[src/rtl/booth_seq_divider.sv]
// Signed restoring radix-2 sequential divider: one quotient bit per clock over
// magnitudes, signs re-applied at the end. valid/ready on both sides, no overlap.
`timescale 1ns/1ps
module booth_seq_divider #(
  parameter int WIDTH = 16
) (
  input  logic                    clk,
  input  logic                    rst,
  input  logic                    in_valid,
  output logic                    in_ready,
  input  logic signed [WIDTH-1:0] dividend,
  input  logic signed [WIDTH-1:0] divisor,
  output logic                    out_valid,
  input  logic                    out_ready,
  output logic signed [WIDTH-1:0] quotient,
  output logic signed [WIDTH-1:0] remainder,
  output logic                    div_by_zero,
  output logic                    overflow
);

  localparam int CW = $clog2(WIDTH);
  localparam logic [WIDTH-1:0] MINV = {1'b1, {(WIDTH-1){1'b0}}};

  typedef enum logic [2:0] {IDLE, LOAD, CALC, SIGN, DONE} state_t;

  state_t state, state_nxt;

  logic signed [WIDTH-1:0] dvd_q, dvs_q;
  logic [WIDTH-1:0]        acc, qr, dvs_mag;
  logic                    sign_q, sign_r;
  logic [CW-1:0]           count;
  logic [WIDTH:0]          shl, trial;

  // Magnitude as unsigned; the most negative value maps onto 2^(WIDTH-1).
  function automatic logic [WIDTH-1:0] mag(input logic [WIDTH-1:0] v);
    return v[WIDTH-1] ? (~v + 1'b1) : v;
  endfunction

  function automatic logic [WIDTH-1:0] cond_neg(input logic [WIDTH-1:0] v, input logic neg);
    return neg ? (~v + 1'b1) : v;
  endfunction

  assign in_ready  = (state == IDLE);
  assign out_valid = (state == DONE);

  always_ff @(posedge clk) begin
    if (rst) state <= IDLE;
    else     state <= state_nxt;
  end

  always_comb begin
    state_nxt = state;
    case (state)
      IDLE: if (in_valid) state_nxt = LOAD;
      // A zero divisor skips the iteration and goes straight to result formatting.
      LOAD: state_nxt = (dvs_q == '0) ? SIGN : CALC;
      CALC: if (count == CW'(WIDTH-1)) state_nxt = SIGN;
      SIGN: state_nxt = DONE;
      DONE: if (out_ready) state_nxt = IDLE;
      default: state_nxt = IDLE;
    endcase
  end

  assign shl   = {acc, qr[WIDTH-1]};
  assign trial = shl - {1'b0, dvs_mag};

  always_ff @(posedge clk) begin
    if (rst) begin
      quotient    <= '0;
      remainder   <= '0;
      div_by_zero <= 1'b0;
      overflow    <= 1'b0;
      count       <= '0;
    end else begin
      case (state)
        IDLE: begin
          if (in_valid) begin
            dvd_q       <= dividend;
            dvs_q       <= divisor;
            div_by_zero <= 1'b0;
            overflow    <= 1'b0;
          end
        end
        LOAD: begin
          acc         <= '0;
          qr          <= mag(dvd_q);
          dvs_mag     <= mag(dvs_q);
          sign_q      <= dvd_q[WIDTH-1] ^ dvs_q[WIDTH-1];
          sign_r      <= dvd_q[WIDTH-1];
          count       <= '0;
          div_by_zero <= (dvs_q == '0);
          overflow    <= (dvd_q == MINV) && (dvs_q == '1);
        end
        CALC: begin
          // Partial remainder stays below |divisor| <= 2^(WIDTH-1), so shl never overflows.
          acc   <= trial[WIDTH] ? shl[WIDTH-1:0] : trial[WIDTH-1:0];
          qr    <= {qr[WIDTH-2:0], ~trial[WIDTH]};
          count <= count + 1'b1;
        end
        SIGN: begin
          if (div_by_zero) begin
            quotient  <= '1;
            remainder <= dvd_q;
          end else begin
            quotient  <= cond_neg(qr, sign_q);
            remainder <= cond_neg(acc, sign_r);
          end
        end
        default: ;
      endcase
    end
  end

endmodule
[config.mk]
export PLATFORM = sky130hd
export DESIGN_NAME = booth_seq_divider
export DESIGN_NICKNAME = d
export VERILOG_FILES = /design/src/rtl/booth_seq_divider.sv
export SDC_FILE = /design/constraint.sdc
export NUM_CORES = 1
export LEC_CHECK = 0
export ABC_AREA = 1
export BUFFER_PORTS_ARGS = -buffer_cell sky130_fd_sc_hd__buf_2
export CORE_UTILIZATION = 30
export DETAILED_ROUTE_END_ITERATION = 16
export PLACE_DENSITY = 0.49
export SLEW_MARGIN = 20
export SYNTH_ARGS = -nofsm -noshare
export SYNTH_HDL_FRONTEND = slang
export SYNTH_SLANG_ARGS = --single-unit
[constraint.sdc]
create_clock -name clk -period 3.75 [get_ports clk]
set_clock_uncertainty 0.05 [all_clocks]
set_input_delay 0.5625 -clock clk [delete_from_list [all_inputs] [get_ports clk]]
set_output_delay 0.5625 -clock clk [all_outputs]
set_load 0.02 [all_outputs]
* Word-level counts from Yosys, hierarchy flattened
Cells that the tools add are included.
** Cells by class
- Eq/ne operators :: 10
- Bitwise operators :: 7
- Reduce and logical (&&, ||, !) cells :: 10
- Muxes and demuxes :: 18
- Add/sub/neg operators :: 6
** Operator list (number)
- 2-to-1 mux 16 bit :: 6
- adder 16 x 1 -> 16 bit (second input constant) :: 4
- NOT 16 bit :: 4
- case mux 16 bit (2 select lines) :: 2
- equality test 16 bit (second input constant) :: 2
- subtractor 17 x 16 -> 17 bit :: 1
- zero test 16 bit :: 1
- 2-to-1 mux 15 bit :: 1
- case mux 3 bit (5 select lines) :: 1
- 2-to-1 mux 3 bit :: 3
- case mux 4 bit (2 select lines) :: 1
- equality test 3 x 2 -> 1 bit (second input constant) :: 2
- AND reduction 2 bit :: 3
- AND reduction 3 bit :: 2
- adder 4 x 1 -> 4 bit (second input constant) :: 1
- equality test 4 bit (second input constant) :: 1
- inequality test 2 bit (second input constant) :: 2
- case mux 1 bit (2 select lines) :: 2
- nonzero test 2 bit :: 2
- equality test 3 x 1 -> 1 bit (second input constant) :: 1
- equality test 3 bit (second input constant) :: 1
- zero test 3 bit :: 1
- 2-to-1 mux 1 bit :: 2
- inequality test 2 x 1 -> 1 bit (second input constant) :: 1
- other kinds (3) :: 4
** Word-level totals
- Word-level logic and storage cells :: 65
- Register bits :: 123
- Input port bits :: 36
- Output and inout bits :: 36

* Depth between registers and ports, before layout
Gate-level depths: netlist (run 1).
- Depth after elaboration :: 4
- Depth in mapped cells :: 14
- Depth with buffers taken out :: 14

* Least setup slack after synthesis (run 1)
Ideal clock, no wire load.
- Path type :: input-to-reg
- Start :: input port rst
- End :: register dvd_q[0], enable pin
- Setup slack :: 0.996 ns
- Required time :: 3.279 ns
- Library setup time :: 0.421 ns
- Arrival :: 2.283 ns
- Buffers on the path :: 1
- Stages on the path :: 4
- Cell sequence :: inv_1 > clkbuf_1 > nand2_1 > nor2_1
** Between the ends
- Longest elaborated chain between the ends :: 2
** RTL lines
- start: declaration :: line 8 : input logic rst,
- NOT 1 bit (no line)
- AND reduction 3 bit (no line)
- end signal: assignment :: line 78 : dvd_q <= dividend;
- end: declaration :: line 28 : logic signed [WIDTH-1:0] dvd_q, dvs_q;
Every way passes these cells.
A chain may end at the register's enable or synchronous reset.

* Worst setup path in the final report (run 1)
- Start :: register qr[15]
- End :: register acc[14], data pin
** Between the ends
- Longest elaborated chain between the ends :: 3
** RTL lines
- start: declaration :: line 29 : logic [WIDTH-1:0] acc, qr, dvs_mag;
- start signal: assignment :: line 86 : qr <= mag(dvd_q);
- start signal: assignment :: line 97 : qr <= {qr[WIDTH-2:0], ~trial[WIDTH]};
- subtractor 17 x 16 -> 17 bit :: line 65 : assign trial = shl - {1'b0, dvs_mag};
- 2-to-1 mux 16 bit :: line 96 : acc <= trial[WIDTH] ? shl[WIDTH-1:0] : trial[WIDTH-1:0];
- case mux 16 bit (2 select lines) :: line 75 : case (state)
- end signal: assignment :: line 96
- end: declaration :: line 29
Every way passes these cells.

==> impl_results.md, run 1 <==
* Core ar. at 23700 um2
* Top Family by Delay on Critical Path: simple AND/OR/NAND/NOR gates
* H-tree depth at 4
* CTS tree: built
* Area grow syn2layout at 18.3%
* Post-synthesis adder-cell area fraction at between 4 and 5%
* GR Overflow Total at 0
* # DRC at 0
* Seq/Total Area, Yosys at 44.9%
* MaxCap Viol Count at 0
* CTS Buf Count at 17
* Syn Inst Count at around 960
* CP max-delay cell: edfxtp_1
* Crit path max fanout at 10
* Startpoint types: flip-flop
* Outcome: finished, final reports clean
* Main combinational cell family by area after synthesis: simple AND/OR/NAND/NOR gates
* Area contributors post-synth: edfxtp_1 (34%), nand2_1 (13%), dfxtp_1 (11%)
* Nets at 1095
* Yosys top cell area share at between 30% and 40%
* RSZ-0062 raised after global routing: no
* Post-synthesis simple-gate area fraction at 30.0%
* Max Clock Freq at approximately 430 MHz
* Starting Density at between 30% and 40%
* PD cells at between 500 and 600 nW/um2
* Port bufs at 71
* Leak at 4.00 nW
* Sink Count at between 100 and 150
* Wirelength, routed at approximately 19000 um
* Drt wl/cell at about 14 um
* Worst-path clk slew at approximately 0.060 ns
* Clock Latency Late Sink at 0.42 ns
* Most numerous cell in the Yosys netlist: nand2_1
* Antenna-violating nets left at 0
* Synth warn at 0
* Final setup margin at around 1.4 ns
* Number of global-route vias before repair at 5749
* Die area at ~25000 um2
* Mux contribution to synthesized area at 0%
* Dpl ws at ~1.4 ns
* Clk buf depth at 2
* FF+latch count, synth at 123
* Crit path DAT at roughly 2.5 ns
* Final min period at ~2.3 ns
* Cell row count at 56
* Global-route wire length before repair at 30800 um
* Layout cells sized above 1 at a little over an eighth
* EDFF count, synth at between 80 and 90
* Slowest cell delay on critical path at just over 0.4 ns
* Period utilization at ~62%
* Crit. End Element: flip-flop
* Relative slew slack at approximately 51%
* Chip height at ~160 um
* Via density at between 4 and 5
* Setup TNS Final at 0 ns
* # IOs at 72
* Postcts setup bufs at 0
* Worst min path class: input port to flip-flop
* Syn nets at around 1000
* Design Power at ~4.5 mW
* HPWL Detailed at around 15000 um
* Unique masters post-synth at 44
* Fraction of registers with async set/reset at 0%
* Hold-fix buffers, CTS at 0
* Initial antenna violation count at 0
* Filler instances at between 2000 and 3000
* 1st-pass router iterations at 5
* Worst path required time at between 3 and 4 ns
* Synth Flop Type: edfxtp_1
* Worst-Margin Slew at around 0.73 ns
* Count of pins over their slew limit at 0
* # diodes at 0
* Mean Syn Cell Area at 7.58 um2
* Cell area after synthesis at 7310 um2
* Synth top cells by count: nand2_1 (262), inv_1 (129), nor2_1 (108)
* Synth Area in XOR/XNOR at between 3 and 4%
* Die Span X at roughly 160 um
* Vias at around 6300
* Placer Congestion at around 0.84
* Initial drt markers at ~500
* Clock Root Buffer: clkbuf_16
* Area fraction in compound gates after synthesis at 9.57%
* Fin. Hold Viols at 0
* Worst vdd ir at 0.000324 V
* CP Cell Sequence: inv_1, ha_1, fa_1, inv_1, nand2_1, nand2_1, nand3_1, nand2_2, nand2_4, nand3_4, nand2_4, nor2_1, nor2_1
* Buffers and inverters on the worst path at 2
* Synth area leader: edfxtp_1
* Largest net degree at the start of global routing at 35
* Total GRT Usage at ~16%
* WS Path Type: flip-flop to flip-flop
* CTS resizes at 0
* # setup viols final at 0
-- per-layer routing --
metal  track usage, %  up-vias  routed length (um)
met2             24.4      148                8500
met4             5.08        0                 210
met3             3.01       15                 961
li1                 -     3306                   -
met1             23.4     2877                9700
met5                0        -                   0
-- worst paths after layout --
check	startpoint	end	slack, ns	depth (start not counted)
setup / recovery	qr[15]	acc[14]	1.42	13
hold / removal	dividend[11]	dvd_q[11]	0.26	1
setup reg to reg	qr[15]	acc[14]	1.42	13
hold reg to reg	remainder[11]	remainder[11]	0.41	2
-- logic make-up (layout without fill, tap and decap cells) --
kind of cell | Yosys count | after routing
fa+ha+maj | 23 | 23
simple gates | 504 | 504
buf+inv | 159 | 244
compound gates | 129 | 129
xor+xnor | 26 | 26
flops | 123 | 123
-- metrics by stage --
stage | area, um2 | hold WS [ns] | std cells | utilization [%]
final | 8650 | 0.259 | 1368 | 36.5
after global routing | 8650 | 0.243 | 1368 | 36.5
after CTS | 8650 | 0.242 | 1368 | 36.5
after detailed placement | 8020 | 0.404 | 1336 | 33.8
after global placement | 8020 | 0.403 | 1336 | 33.8
after floorplan | 7310 | 0.371 | 964 | -
-- cell usage in the layout, fill, tap and decap left out, types with 3 or more instances in the layout --
cell / n
nand2_1: 262
inv_1: 129
nor2_1: 106
nand3_1: 82
edfxtp_1: 82
buf_2: 71
a21oi_1: 53
o21ai_0: 48
dfxtp_1: 41
ha_1: 22
xor2_1: 21
clkbuf_16: 17
nand4_1: 12
nor3_1: 10
o21ai_1: 7
a31oi_1: 7
buf_4: 7
nand2_4: 6
xnor2_1: 5
nor2_2: 5
nand2_2: 5
inv_6: 5
inv_2: 4
o211ai_1: 4
bufinv_16: 4
clkinvlp_4: 4
nand3b_1: 3
nor4_1: 3
-- power by group --
| part | internal, mW | total (mW) | leakage (nW) | switching (mW) |
|---|---|---|---|---|
| Clock | 1.13 | 1.80 | 0.297 | 0.675 |
| Combinational | 0.322 | 0.969 | 2.61 | 0.647 |
| Sequential | 1.61 | 1.74 | 1.09 | 0.133 |
-- registers in the layout (all words and copies together) (netlist names) --
| signal | cells |
|---|---|
| qr | 16 |
| div_by_zero | 1 |
| acc | 16 |
| overflow | 1 |
| dvs_mag | 16 |
| quotient | 16 |
| dvs_q | 16 |
| state | 3 |
| dvd_q | 16 |
| sign_q | 1 |
| count | 4 |
| remainder | 16 |
| sign_r | 1 |
-- cell type report --
type / count / area [um2] / share of cell area, %
clock buffer: 18 / 429 / 4.96
clock inverter: 14 / 205 / 2.37
inverter: 134 / 503 / 5.81
tap: 319 / 399 / 4.61
timing repair buffer: 78 / 408 / 4.72
multi-input combinational: 682 / 3420 / 39.6
sequential: 123 / 3280 / 38.0
No activity file was read; power rests on OpenSTA's default activity.
==> inputs of run 2 (changes only) <==
Clock period 3.75 ns to 2.2 ns, I/O delays scaled along.
==> run 2 against run 1 <==
Wire length grew 1.3%. Sequential power increased by 68%. Sequential share of layout area is 2.0 points lower. Critical endpoint is now acc[5].
==> impl_results.md, run 2 (same netlist as run 1, synthesis figures left out) <==
* Commonest non-fill, non-tap cell in the layout: nand2_1
* Port bufs at 71
* Clock Root Buffer: clkbuf_16
* Final min period at between 2 and 2.5 ns
* Hold-fix buffers, CTS at 0
* H-tree depth at 4
* Total GRT Usage at 16.5%
* Worst-path clk slew at approximately 0.06 ns
* Cell row count at 56
* Die Span X at 158 um
* Commonest non-fill, non-tap cells in the layout: nand2_1 (260), inv_1 (128), nor2_1 (102)
* # diodes at 0
* Max Clock Freq at between 400 and 500 MHz
* Worst-Margin Slew at between 0.5 and 0.6 ns
* Worst min path class: input port to flip-flop
* Clock network fraction of design power at between 30 and 40%
* Outcome: finished, final reports clean
* WS Path Type: flip-flop to flip-flop
* RSZ-0062 raised after global routing: yes
* Sink Count at around 120
* PD cells at 873 nW/um2
* Initial antenna violation count at 0
* Register area at around 3300 um2
* Worst Hold Launch: divisor[5]
* Area grow syn2layout at 24.9%
* # DRC at 0
* Wirelength, routed at approximately 20000 um
* Antenna-violating nets left at 0
* 1st-pass router iterations at 5
* Worst path required time at 2.32 ns
* FF-to-FF setup slack at roughly 0.031 ns
* Filler instances at about 2500
* Largest net degree at the start of global routing at 35
* GR Overflow Total at 0
* Hold Path Stages at 1
* Die area at between 20000 and 25000 um2
* Period utilization at between 90% and 100%
* Layout cells sized above 1 at ~18%
* Clock Latency Late Sink at approximately 0.43 ns
* Core ar. at approximately 24000 um2
* HPWL Detailed at approximately 15000 um
* Hold endpoint: dvs_q[5]
* Count of pins over their slew limit at 0
* Pint at between 5 and 6 mW
* # IOs at 72
* Leak at about 4.2 nW
* R2R depth at 13
* Chip height at roughly 160 um
* Placed Cells incl. Taps at around 1400
* Dpl ws at -0.0364 ns
* Global-route wire length before repair at 31100 um
* Vias at around 6400
* FF-to-FF Start: qr[15]
* Crit. End Element: flip-flop
* MaxCap Viol Count at 0
* # setup viols final at 0
* Placer Congestion at slightly above 0.8
* Startpoint types: flip-flop
* Nets at around 1100
* CTS Buf Count at 17
* Flop pwr share at 36.7%
* Critical R2R Capture: acc[5]
* Final setup margin at approximately 0.031 ns
* Switching Share at 31.4%
* Fin area at between 9000 and 10000 um2
* Footprint of the multi-input gates at 3560 um2
* Final non-filler cell total at around 1400
* Area of placed instances at about 8300 um2
* Crit path DAT at between 2 and 2.5 ns
* Crit path max fanout at 5
* Worst vdd ir at 0.000568 V
* CTS tree: built
* Number of global-route vias before repair at between 5000 and 6000
* Drt wl/cell at ~14 um
* Starting Density at 30.9%
* Relative slew slack at about 60%
* Initial drt markers at between 300 and 400
* P_sw at about 2.5 mW
* Clk buf depth at 2
* Via density at 4.56
* Fin. Hold Viols at 0
* Combinational power share at roughly 24%
* Fin Hold WS at approximately 0.024 ns
==> run 2: final cells by class <==
cell class | count | share of cell area (%)
Clock inverter | 14 | 2.37
Sequential cell | 123 | 36.0
Timing Repair Buffer | 121 | 8.14
Tap cell | 319 | 4.37
Multi-Input combinational cell | 685 | 39.0
Clock buffer | 18 | 4.70
Inverter | 134 | 5.51
==> run 2: worst max-delay path, cell delays in order, from the launching register on <==
cell      delay (ns)
edfxtp_1        0.35
inv_1           0.05
ha_2            0.20
fa_2            0.38
inv_2           0.07
nand2_2         0.04
nand2_2         0.06
nand3_2         0.10
nand2_4         0.13
nand2_8         0.09
nand3_4         0.17
nand2_4         0.09
nor2_2          0.10
nor2_1          0.04
==> run 2: routing by layer <==
metal / wire length, um / track usage, % / up-vias
li1: - / - / 3401
met2: 8750 / 25.8 / 116
met3: 596 / 2.93 / 17
met5: 0 / 0 / -
met1: 10000 / 23.0 / 2911
met4: 264 / 5.17 / 0
==> run 2: power groups by stage <==
| stage | logic [mW] | registers, mW | clock network [mW] |
|---|---|---|---|
| detailed placement | 1.85 | 2.98 | 0 |
| global placement | 1.84 | 2.98 | 0 |
| global route | 2.20 | 2.95 | 3.28 |
| finish | 1.93 | 2.93 | 3.11 |
| floorplan | 1.23 | 2.96 | 0 |
| CTS | 1.89 | 2.93 | 3.18 |
==> run 2: how the worst max path moves through the flow <==
stage | start | slack, ns | end
2_1_floorplan | state[0] | 0.01 | acc[0]
3_5_place_dp | qr[15] | -0.04 | acc[14]
4_1_cts | qr[15] | 0.005 | qr[0]
6_report | qr[15] | 0.03 | acc[5]
5_1_grt | qr[15] | -0.1 | acc[8]
3_3_place_gp | qr[15] | 0.007 | acc[14]
==> run 2: what timing repair did <==
action | 4_1_cts | 5_1_grt
pin swaps | 4 | 11
setup endpoints to repair | 17 | 17
resized for setup | 4 | 18
cloned | 1 | 2
buffers inserted | 1 | 0
==> run 2: per-stage QoR <==
step,total power [mW],TNS (ns),utilization (%)
2_1_floorplan,4.19,0,-
3_3_place_gp,4.81,0,35.2
3_5_place_dp,4.82,-0.272,35.2
4_1_cts,8.00,0,38.2
5_1_grt,8.43,-1.38,38.6
6_report,7.97,0,38.6
==> inputs of run 3 (changes only) <==
Clock period 2.2 ns to 2.1 ns, I/O delays scaled along.
==> run 3 against run 2 <==
Fmax grew 1.3%. Clock power shrank 2%. Highest routed layer unchanged. Via count grew 2.9%. Non-clock buffer count grew 28. Power grew 6.1%. The run now ends with setup timing left. Wire length grew 5.9%. Sequential power grew 5%. Critical path depth is the same. Global-route usage grew 0.71 points. Sequential share of layout area shrank 1.8 points.
==> impl_results.md, run 3 (same netlist as run 1, synthesis figures left out) <==
* Worst path required time at 2.22 ns
* Clock Root Buffer: clkbuf_16
* Placer Congestion at 0.851
* Area grow syn2layout at 31.3%
* Worst-path clk slew at approximately 0.06 ns
* Sink Count at 123
* Final setup margin at -0.0416 ns
* Max Clock Freq at ~470 MHz
* GR Overflow Total at 0
* # DRC at 0
* Cell row count at 56
* Hold endpoint: dvs_q[5]
* Die Span X at 158 um
* Final non-filler cell total at 1444
* Core ar. at between 20000 and 25000 um2
* Via density at 4.59
* HPWL Detailed at approximately 15000 um
* Period utilization at 102%
* Critical R2R Capture: acc[13]
* Clk buf depth at 2
* RSZ-0062 raised after global routing: yes
* MaxCap Viol Count at 0
* Worst-Margin Slew at 0.593 ns
* # diodes at 0
* Fin area at 9600 um2
* Crit path DAT at approximately 2.3 ns
* Wirelength, routed at 20800 um
* Worst min path class: input port to flip-flop
* Die area at between 20000 and 25000 um2
* FF-to-FF Start: qr[15]
* Port bufs at 71
* # setup viols final at 10
* Number of global-route vias before repair at between 6000 and 7000
* Chip height at roughly 160 um
* Placed Cells incl. Taps at roughly 1400
* Worst vdd ir at ~0.00058 V
* Failing checks: setup timing
* Relative slew slack at about 60%
* Area of placed instances at between 8000 and 9000 um2
* R2R depth at 13
* Initial antenna violation count at 0
* Layout cells sized above 1 at 23.0%
* Fin. Hold Viols at 0
* Crit. Startpoint: qr[15]
* Count of pins over their slew limit at 0
* Clock Latency Late Sink at roughly 0.42 ns
* Crit. End Element: flip-flop
* Design Power at 8.46 mW
* Global-route wire length before repair at approximately 32000 um
* CTS Buf Count at 17
* Total GRT Usage at ~17%
* Vias at about 6600
* Worst Hold Launch: divisor[5]
* CTS tree: built
* Final core occ at 40.5%
* 1st-pass router iterations at 6
* Starting Density at between 30% and 40%
* Commonest non-fill, non-tap cell in the layout: nand2_1
* Initial drt markers at ~430
* PD cells at ~880 nW/um2
* FF-to-FF setup slack at -0.04 ns
* Hold Path Stages at 1
* Nets at about 1200
* Commonest non-fill, non-tap cells in the layout: nand2_1 (252), inv_1 (126), nor2_1 (95)
* Outcome: complete, but fails checks
* Startpoint types: flip-flop
* Final min period at approximately 2.1 ns
* H-tree depth at 4
* WS Path Type: flip-flop to flip-flop
* Largest net degree at the start of global routing at 35
* Crit path max fanout at 8
* Antenna-violating nets left at 0
* Drt wl/cell at around 14 um
* # IOs at around 70
* Leak at 4.39 nW
## run 3: cell count changes in the layout (fill, tap and decap cells not counted), sizes merged
cell	delta
clkbuf	+4
bufinv	-4
clkinvlp	+1
buf	+23
dlygate4sd3	+5
nand2	+2
clkinv	-1
## run 3: power breakdown
group          internal (mW)  leakage, nW  switching, mW
combinational          0.918         2.99           1.41
sequential              2.88         1.09          0.205
clock                   1.88        0.304           1.17
## run 3: critical path, cell delays in order, from the launching register on
cell and delay [ns]:
edfxtp_1 0.35, inv_1 0.05, ha_2 0.19, fa_2 0.35, inv_2 0.07, nand2_2 0.05, nand2_2 0.07, nand3_2 0.09
nand2_4 0.10, nand2_8 0.09, nand3_4 0.15, nand2_8 0.10, nor2_1 0.11, nor2_1 0.06
## run 3: timing repair
item,4_1_cts,5_1_grt
endpoints found under the setup margin,17,18
endpoints found under the hold margin,0,5
hold buffers,0,5
cloned,2,3
resized for setup,21,43
buffers inserted,5,8
pin swaps,10,19
## run 3: worst max path at each step
stage,depth (start not counted),endpoint
after floorplan,13,acc[14]
after global placement,11,acc[14]
after detailed placement,13,acc[11]
after CTS,13,qr[0]
after global routing,14,acc[14]
final,13,acc[13]
## run 3: layout make-up
cell class / instances / area [um2]
Clock buffer: 22 / 517
Tap cell: 319 / 399
Sequential cell: 123 / 3280
Multi-Input combinational cell: 687 / 3810
Clock inverter: 10 / 98.8
Timing Repair Buffer: 149 / 990
Fill cell: 2501 / 14100
Inverter: 134 / 503
## run 3: per-stage QoR
stage	setup TNS [ns]	hold WS (ns)	setup WS, ns
floorplan	0	0.343	0.0467
global placement	-0.0798	0.405	-0.0261
detailed placement	-0.719	0.407	-0.0770
CTS	0	0.00100	0.000298
global route	-1.95	0.000440	-0.144
finish	-0.190	0.0154	-0.0416
## run 3: per-layer routing
metal	GRT usage (%)	vias up	wire, um
met5	0	-	0
met3	3.61	25	1090
li1	-	3467	-
met4	5.77	0	329
met1	23.7	2979	10000
met2	26.6	164	9330
